`config.mk`:
```
export PLATFORM = sky130hd
export DESIGN_NAME = score_display_driver
export DESIGN_NICKNAME = d
export VERILOG_FILES = /design/src/rtl/scoreboard_pkg.sv /design/src/rtl/score_display_driver_bcd_to_seg7.sv /design/src/rtl/score_display_driver.sv
export SDC_FILE = /design/constraint.sdc
export NUM_CORES = 1
export LEC_CHECK = 0
export CORE_MARGIN = 2
export CORE_UTILIZATION = 50
export CTS_CLUSTER_SIZE = 10
export DETAILED_ROUTE_END_ITERATION = 12
export HOLD_SLACK_MARGIN = 0.03
export PLACE_DENSITY_LB_ADDON = 0.1
export SYNTH_ARGS = -nofsm -noshare
export SYNTH_HDL_FRONTEND = slang
export SYNTH_SLANG_ARGS = --single-unit
```
`constraint.sdc`:
```
create_clock -name clk_i -period 2.05 [get_ports clk_i]
set_input_delay 0.205 -clock clk_i [delete_from_list [all_inputs] [get_ports clk_i]]
set_output_delay 0.205 -clock clk_i [all_outputs]
set_load 0.005 [all_outputs]
```
`src/rtl/scoreboard_pkg.sv`:
```
// Shared scoreboard definitions: conversion FSM states, score limit,
// digit-select codes and 7-segment patterns ({g,f,e,d,c,b,a}, active-high).
package scoreboard_pkg;

    typedef enum logic [1:0] {
        ST_IDLE  = 2'd0,
        ST_SHIFT = 2'd1,
        ST_DONE  = 2'd2
    } conv_state_e;

    localparam int unsigned MAX_SCORE = 99;

    localparam logic [1:0] SEL_ONES = 2'b01;
    localparam logic [1:0] SEL_TENS = 2'b10;

    localparam logic [6:0] SEG_0     = 7'b0111111;
    localparam logic [6:0] SEG_1     = 7'b0000110;
    localparam logic [6:0] SEG_2     = 7'b1011011;
    localparam logic [6:0] SEG_3     = 7'b1001111;
    localparam logic [6:0] SEG_4     = 7'b1100110;
    localparam logic [6:0] SEG_5     = 7'b1101101;
    localparam logic [6:0] SEG_6     = 7'b1111101;
    localparam logic [6:0] SEG_7     = 7'b0000111;
    localparam logic [6:0] SEG_8     = 7'b1111111;
    localparam logic [6:0] SEG_9     = 7'b1101111;
    localparam logic [6:0] SEG_BLANK = 7'b0000000;

    // Double-dabble correction: a nibble of 5 or more would exceed 9 after doubling.
    function automatic logic [3:0] add3_fix(input logic [3:0] nib);
        return (nib >= 4'd5) ? (nib + 4'd3) : nib;
    endfunction

endpackage

```
`src/rtl/score_display_driver_bcd_to_seg7.sv`:
```
// Combinational BCD digit to 7-segment decode; non-decimal codes go blank.
module bcd_to_seg7
    import scoreboard_pkg::*;
(
    input  logic [3:0] digit_i,
    output logic [6:0] seg_o
);

    // Digit pattern lookup
    always_comb begin
        case (digit_i)
            4'd0:    seg_o = SEG_0;
            4'd1:    seg_o = SEG_1;
            4'd2:    seg_o = SEG_2;
            4'd3:    seg_o = SEG_3;
            4'd4:    seg_o = SEG_4;
            4'd5:    seg_o = SEG_5;
            4'd6:    seg_o = SEG_6;
            4'd7:    seg_o = SEG_7;
            4'd8:    seg_o = SEG_8;
            4'd9:    seg_o = SEG_9;
            default: seg_o = SEG_BLANK;
        endcase
    end

endmodule

```
`src/rtl/score_display_driver.sv`:
```
// Score (0-99) to two-digit multiplexed 7-segment driver with continuous
// double-dabble conversion. Optional macro LEADING_ZERO_BLANK_EN blanks a tens "0".
module score_display_driver
    import scoreboard_pkg::*;
#(
    parameter int BW        = 7,
    parameter int REFRESH_W = 10
) (
    input  logic          clk_i,
    input  logic          rst_i,
    input  logic [BW-1:0] value_i,
    output logic [6:0]    seg_o,
    output logic [1:0]    digit_sel_o,
    output logic [3:0]    bcd_tens_o,
    output logic [3:0]    bcd_ones_o,
    output logic          update_o
);

    localparam int CW = $clog2(BW + 1);

    conv_state_e          state_q;
    logic [BW-1:0]        shift_q;
    logic [7:0]           scratch_q;
    logic [CW-1:0]        bitcnt_q;
    logic [3:0]           tens_q;
    logic [3:0]           ones_q;
    logic                 update_q;
    logic [REFRESH_W-1:0] refresh_q;
    logic [1:0]           sel_q;
    logic [6:0]           seg_q;

    logic [BW-1:0]        clamped_d;
    logic [7:0]           scratch_fix_d;
    logic [3:0]           digit_d;
    logic [6:0]           seg_raw_d;
    logic [6:0]           seg_d;

    assign clamped_d     = (value_i > BW'(MAX_SCORE)) ? BW'(MAX_SCORE) : value_i;
    assign scratch_fix_d = {add3_fix(scratch_q[7:4]), add3_fix(scratch_q[3:0])};

    // Binary-to-BCD conversion FSM with latched digits and update pulse
    always_ff @(posedge clk_i or posedge rst_i) begin
        if (rst_i) begin
            state_q   <= ST_IDLE;
            shift_q   <= '0;
            scratch_q <= 8'h00;
            bitcnt_q  <= '0;
            tens_q    <= 4'd0;
            ones_q    <= 4'd0;
            update_q  <= 1'b0;
        end else begin
            update_q <= 1'b0;
            case (state_q)
                ST_IDLE: begin
                    shift_q   <= clamped_d;
                    scratch_q <= 8'h00;
                    bitcnt_q  <= '0;
                    state_q   <= ST_SHIFT;
                end
                ST_SHIFT: begin
                    {scratch_q, shift_q} <= {scratch_fix_d, shift_q} << 1;
                    bitcnt_q             <= bitcnt_q + CW'(1);
                    if (bitcnt_q == CW'(BW - 1)) begin
                        state_q <= ST_DONE;
                    end else begin
                        state_q <= ST_SHIFT;
                    end
                end
                ST_DONE: begin
                    tens_q   <= scratch_q[7:4];
                    ones_q   <= scratch_q[3:0];
                    update_q <= 1'b1;
                    state_q  <= ST_IDLE;
                end
                default: begin
                    state_q <= ST_IDLE;
                end
            endcase
        end
    end

    assign digit_d = (sel_q == SEL_TENS) ? tens_q : ones_q;

    bcd_to_seg7 u_bcd_to_seg7 (
        .digit_i (digit_d),
        .seg_o   (seg_raw_d)
    );

    // Leading-zero handling for the tens position
    always_comb begin
`ifdef LEADING_ZERO_BLANK_EN
        if ((sel_q == SEL_TENS) && (tens_q == 4'd0)) begin
            seg_d = SEG_BLANK;
        end else begin
            seg_d = seg_raw_d;
        end
`else
        seg_d = seg_raw_d;
`endif
    end

    // Refresh counter, digit toggle on wrap, registered segment drive
    always_ff @(posedge clk_i or posedge rst_i) begin
        if (rst_i) begin
            refresh_q <= '0;
            sel_q     <= SEL_ONES;
            seg_q     <= SEG_0;
        end else begin
            refresh_q <= refresh_q + REFRESH_W'(1);
            if (&refresh_q) begin
                sel_q <= (sel_q == SEL_ONES) ? SEL_TENS : SEL_ONES;
            end else begin
                sel_q <= sel_q;
            end
            seg_q <= seg_d;
        end
    end

    assign seg_o       = seg_q;
    assign digit_sel_o = sel_q;
    assign bcd_tens_o  = tens_q;
    assign bcd_ones_o  = ones_q;
    assign update_o    = update_q;

endmodule
```
# == Word level (Yosys, flattened, before mapping) ==
# Memory sizes are Yosys's and may differ from the RTL's. A register that Yosys moved wholly into a read port is not among the register bits.
# Index checks and enable logic that the tools add are counted.
# word_totals
out_inout_bits,18
wordCells,36
rom_bits,112
n_memories,1
regBits,41
# classes
eq_ne,5
order_cmp,3
reduce_logical,3
n_mux,11
n_addsub,4
# mem_list
memory,depth,word_bits,read_ports,rd_ports_with_merged_regs,write_ports,line_no,source
(no name shown),16,7,1,1,0,score_display_driver_bcd_to_seg7.sv:11,case (digit_i)
# op_table
op,n
case mux 8 bit (2 select lines),1
case mux 7 bit (2 select lines),1
adder 10 x 1 -> 10 bit (second input constant),1
AND reduction 10 bit,1
>= comparator 4 x 3 -> 1 bit (second input constant),2
2-to-1 mux 4 bit,2
> comparator 7 bit (second input constant),1
2-to-1 mux 7 bit,1
case mux 3 bit (2 select lines),1
adder 4 x 2 -> 4 bit (second input constant),1
== test 2 x 1 -> 1 bit (second input constant),2
== test 2 bit (second input constant),2
2-to-1 mux 2 bit,2
case mux 2 bit (2 select lines),1
adder 3 x 1 -> 3 bit (second input constant),1
adder 3 x 2 -> 3 bit (second input constant),1
== test 3 bit (second input constant),1
2-to-1 mux 3 bit,1
zero test 2 bit,1
nonzero test 2 bit,1
2-to-1 mux 1 bit,1

# == Logic depth before layout (Yosys ltp) ==
# depth
ltp_word,3
mapped_depth,9
ltp_nobuf,8

# == Modules after synthesis ==
# A second synthesis with hierarchy kept.
# unflattened
cells_unflattened,204
area_unflattened_um2,2288.4
# modules_own_cells
module,instances,seq_area_each_um2,cells_each,area_each_um2
score_display_driver,1,1209.9,178,2087.0
bcd_to_seg7,1,0.0,26,201.4

# == Worst setup path after synthesis ==
# No wires, ideal clock.
# synth_path
path_kind,register to register
start,"reg sel_q[0], in the netlist digit_sel_o[0]"
end,"reg seg_q[4], in the netlist seg_o[4]"
n_path_buf,1
stages_incl_launch_ff,10
slack_ps,212
arrival_time_ps,1778
required_time_ps,1989
path_cell_list,dfstp_2 > nand2b_1 > buf_6 > mux2_2 > inv_1 > ha_1 > nand2b_1 > nand3_1 > o21ai_0 > a22o_1
# synth_via
elab_chain_len,2
# synth_lines
item,line_no,source
start: declaration,score_display_driver.sv:29,logic [1:0] sel_q;
start signal: assignment,score_display_driver.sv:111,sel_q <= (sel_q == SEL_ONES) ? SEL_TENS : SEL_ONES;
start signal: assignment,score_display_driver.sv:113,sel_q <= sel_q;
== test 2 bit,score_display_driver.sv:82,assign digit_d = (sel_q == SEL_TENS) ? tens_q : ones_q;
2-to-1 mux 4 bit,score_display_driver.sv:82,
end: declaration,score_display_driver.sv:30,logic [6:0] seg_q;
# No other way between the ends.
# A chain may end at the register's enable or synchronous reset.

# == Worst setup path in the final report ==
# Same ends and word-level chain as after synthesis.

==> impl_results.rst <==
.. list-table::
   :header-rows: 1

   * - Metric
     - Value
   * - Top area cells in the synthesized netlist
     - dfrtp_1 (44%), dfstp_2 (7.9%), ha_1 (7.0%)
   * - Drt pass-1 iters
     - 4
   * - Largest family of logic cells by synthesized area
     - simple AND/OR/NAND/NOR gates
   * - TritonCTS buffer count
     - 5
   * - Total power divided by cell area
     - about 940 mW/mm^2
   * - Buffer count from post-CTS setup fixing
     - 0
   * - Count of flip-flops with a built-in enable after synthesis
     - 0
   * - Via count of the first global-routing pass
     - 1589
   * - Root buffer cell
     - clkbuf_8
   * - Clock tree from TritonCTS
     - done
   * - Vertical die dimension
     - 72.28 microns
   * - Aggregate global-route resource usage
     - ~18%
   * - Nets
     - roughly 270
   * - DRT iter0 DRCs
     - 94
   * - CTS H-tree lvls
     - 2
   * - Post-synthesis share of cell area spent on full adders, half adders and majority gates
     - 6.978%
   * - Die width
     - 72.28 microns
   * - Cells after Synth
     - 213
   * - Boundary pin count
     - 27
   * - Area fraction of the dominant cell type after synthesis
     - about 44%
   * - Most instantiated flip-flop cell in the synthesis netlist
     - dfrtp_1
   * - Count of warnings emitted by yosys
     - 0
   * - Global placement routability congestion
     - 0.7634
   * - Diodes inserted
     - 0
   * - Global-route wire length before repair
     - a little over 7000 microns
   * - DR vias/cell
     - 5.237
   * - Headroom to the max-slew limit
     - 72.07%
   * - Highest ir drop seen on vdd
     - 388.9 uV
   * - Total power
     - 2.623 mW
   * - Clock input transition at the sequential cells of the worst setup and hold paths
     - about 0.090 ns
   * - Number of antenna violations at the first check in global routing
     - 0
   * - Number of distinct library cell variants in the gate-level netlist after synthesis
     - 37
   * - Synth Cell Area
     - 0.002331 sq mm
   * - Clock Path Buffers
     - 2
   * - Leakage component of the power
     - 1.274 nW
   * - Period minus WS final
     - 1.919 ns
   * - Unrepaired setup endpoints after global routing
     - no
   * - Final period util
     - around 94%
   * - Xor/xnor cell area share of the yosys netlist
     - under 10%
   * - Element type at the critical path end
     - flop
   * - Nets in the synthesized netlist
     - 235
   * - Share of the synthesized area in compound gates (AO/OA/AOI/OAI)
     - 11.16%
   * - Die area
     - 0.005224 sq mm
   * - Final setup violating endpoints
     - 0
   * - Worst Clk Skew
     - roughly 0.0077 ns
   * - Final WL
     - 3956 microns
   * - Wire length per cell
     - 13.23 microns
   * - Mean instance size in the synthesized netlist
     - 10.94 sq um
   * - Mux contribution to synthesized area
     - 9.608%
   * - Simple-Gate Fraction of Synth Area
     - 11.49%
   * - Sort of element at the start of the critical path
     - flop
   * - Share of final-layout standard cells stronger than drive strength 1
     - 17.81%
   * - Total count of hold-check failures in the final report
     - 0
   * - Result of the run
     - complete, no violations
   * - Number of standard-cell rows in the floorplan
     - 24
   * - Ranking of synthesized cells by instance count
     - dfrtp_1 (41), nand2_1 (25), o21ai_0 (20), ha_1 (13), inv_1 (13)
   * - Proportion of synthesized chip area in sequential cells
     - 51.91%
   * - Filler instances
     - 383
   * - Actual slew at the worst max-slew pin
     - between 0.4 and 0.5 ns
   * - Number of remaining DRC errors
     - 0
   * - Largest driver fanout on the critical path
     - 6
   * - Reported max-cap violation count
     - 0
   * - Maximum number of pins on one net before global-route repair
     - 22
   * - Type of the most critical hold path
     - input port to async pin
   * - Layout-stage area growth over the synthesis result
     - 19.91%
   * - Most frequent cell after synthesis
     - dfrtp_1
   * - Cts-stage hold buffer count
     - 0
   * - Core Footprint
     - 0.004414 sq mm
   * - Remaining antenna violation count after routing
     - 0
   * - Total global routing overflow
     - 0
   * - Setup Total Neg Slack
     - 0 ns
   * - Critical path required time
     - about 2.3 ns
   * - Critical path start-end classification
     - flop to flop
   * - Clock sinks
     - between 40 and 50
   * - Count of final max-slew check failures
     - 0
   * - Total via count in the routed design
     - 1566
   * - Port-buffer cells
     - 26
   * - Number of register bits inferred by synthesis
     - 48
   * - Clk Latency, worst-skew pair
     - 0.30 ns
   * - Initial standard-cell utilization of the core
     - between 50 and 60%
   * - Half-perimeter wire length after detailed placement
     - roughly 2900 microns
   * - CP Data Arrival Time
     - 2.17 ns
   * - Maximum clock frequency
     - 521.1 MHz
   * - Share of synthesized flip-flops with an asynchronous set or reset
     - 100.0%
   * - Cell type with the highest aggregate area in the netlist
     - dfrtp_1
   * - Worst R2R Path Depth
     - 8
==> final cells by class <==
type	count	area (sq um)	share of cell area, %
Sequential cell	48	1210	43.29
Tap cell	52	65.06	2.328
Clock buffer	6	82.58	2.954
Timing Repair Buffer	33	312.8	11.19
Inverter	13	48.80	1.746
Multi-Input combinational cell	145	1037	37.11
Clock inverter	2	38.79	1.388
==> per-layer routing <==
metal	routed length, microns	vias to the layer above	GRT usage (%)
li1	-	786	-
met1	1798	750	22.62
met3	136	7	4.306
met2	1952	23	29.56
met5	0	-	0
met4	68	0	7.338
==> state kept, by name, summed over array words and instances, names as in the netlist <==
| signal | count |
|---|---|
| update_o | 1 |
| state_q | 2 |
| shift_q | 7 |
| digit_sel_o | 2 |
| bcd_ones_o | 4 |
| refresh_q | 10 |
| scratch_q | 8 |
| seg_o | 7 |
| bcd_tens_o | 4 |
| bitcnt_q | 3 |
==> final timing paths <==
path	slack [ns]	from	to
setup / recovery	0.13	digit_sel_o[0]	seg_o[4]
hold / removal	0.20	rst_i	refresh_q[2]
setup reg to reg	0.13	digit_sel_o[0]	seg_o[4]
hold reg to reg	0.47	refresh_q[0]	refresh_q[0]
max in group asynchronous	1.23	rst_i	seg_o[3]
min in group clk_i	0.47	refresh_q[0]	refresh_q[0]
==> worst max-delay path: stages, from the launching register on <==
cell      delay, ns
dfstp_2        0.54
nand2b_2       0.19
mux2_2         0.38
inv_1          0.14
ha_2           0.21
nand2b_1       0.10
nand3_1        0.07
o21ai_0        0.08
a22o_1         0.16
==> through the flow <==
stage               cell area (sq um)  worst slack [ns]  hold slack (ns)  utilization, %  cells
floorplan                        2331            0.2116           0.4012               -    213
global placement                 2665            0.1384           0.4434           60.37    291
detailed placement               2665           0.06613           0.4501           60.37    291
CTS                              2786           0.04291           0.2033           63.12    299
global route                     2795          0.008087           0.2427           63.32    299
finish                           2795            0.1308           0.2002           63.32    299
==> logic make-up after synthesis <==
logic type / Yosys count
simple gates: 56
xor+xnor: 13
mux: 20
fa+ha+maj: 13
flops: 48
buf+inv: 20
compound gates: 43
==> power by group <==
| group | internal, mW | switching, mW |
|---|---|---|
| sequential | 1.11 | 0.0928 |
| combinational | 0.426 | 0.274 |
| clock | 0.399 | 0.321 |
==> layout by cell type, fill, tap and decap left out, types with 2 or more instances in the layout <==
cell type and instances:
a21o_1 2, a21oi_1 5, a22o_1 2, a22oi_1 3, buf_4 7, clkbuf_8 6
clkdlybuf4s50_1 26, dfrtp_1 41, dfstp_2 7, ha_1 12, inv_1 12, mux2_2 12
mux2i_1 5, mux2i_2 2, nand2_1 25, nand2b_1 5, nand3_1 4, nand4_1 2
nor2_1 8, nor2b_1 2, nor3_1 2, o21ai_0 20, o21ai_1 3, o21ai_2 3
o31ai_1 3, xnor2_1 8, xor2_1 5
==> repair_timing <==
item | 4_1_cts | 5_1_grt
setup endpoints to repair | 0 | 2
gates resized for setup | 0 | 3
hold endpoints to repair | 0 | 0
(Power assumes the default switching activity.)
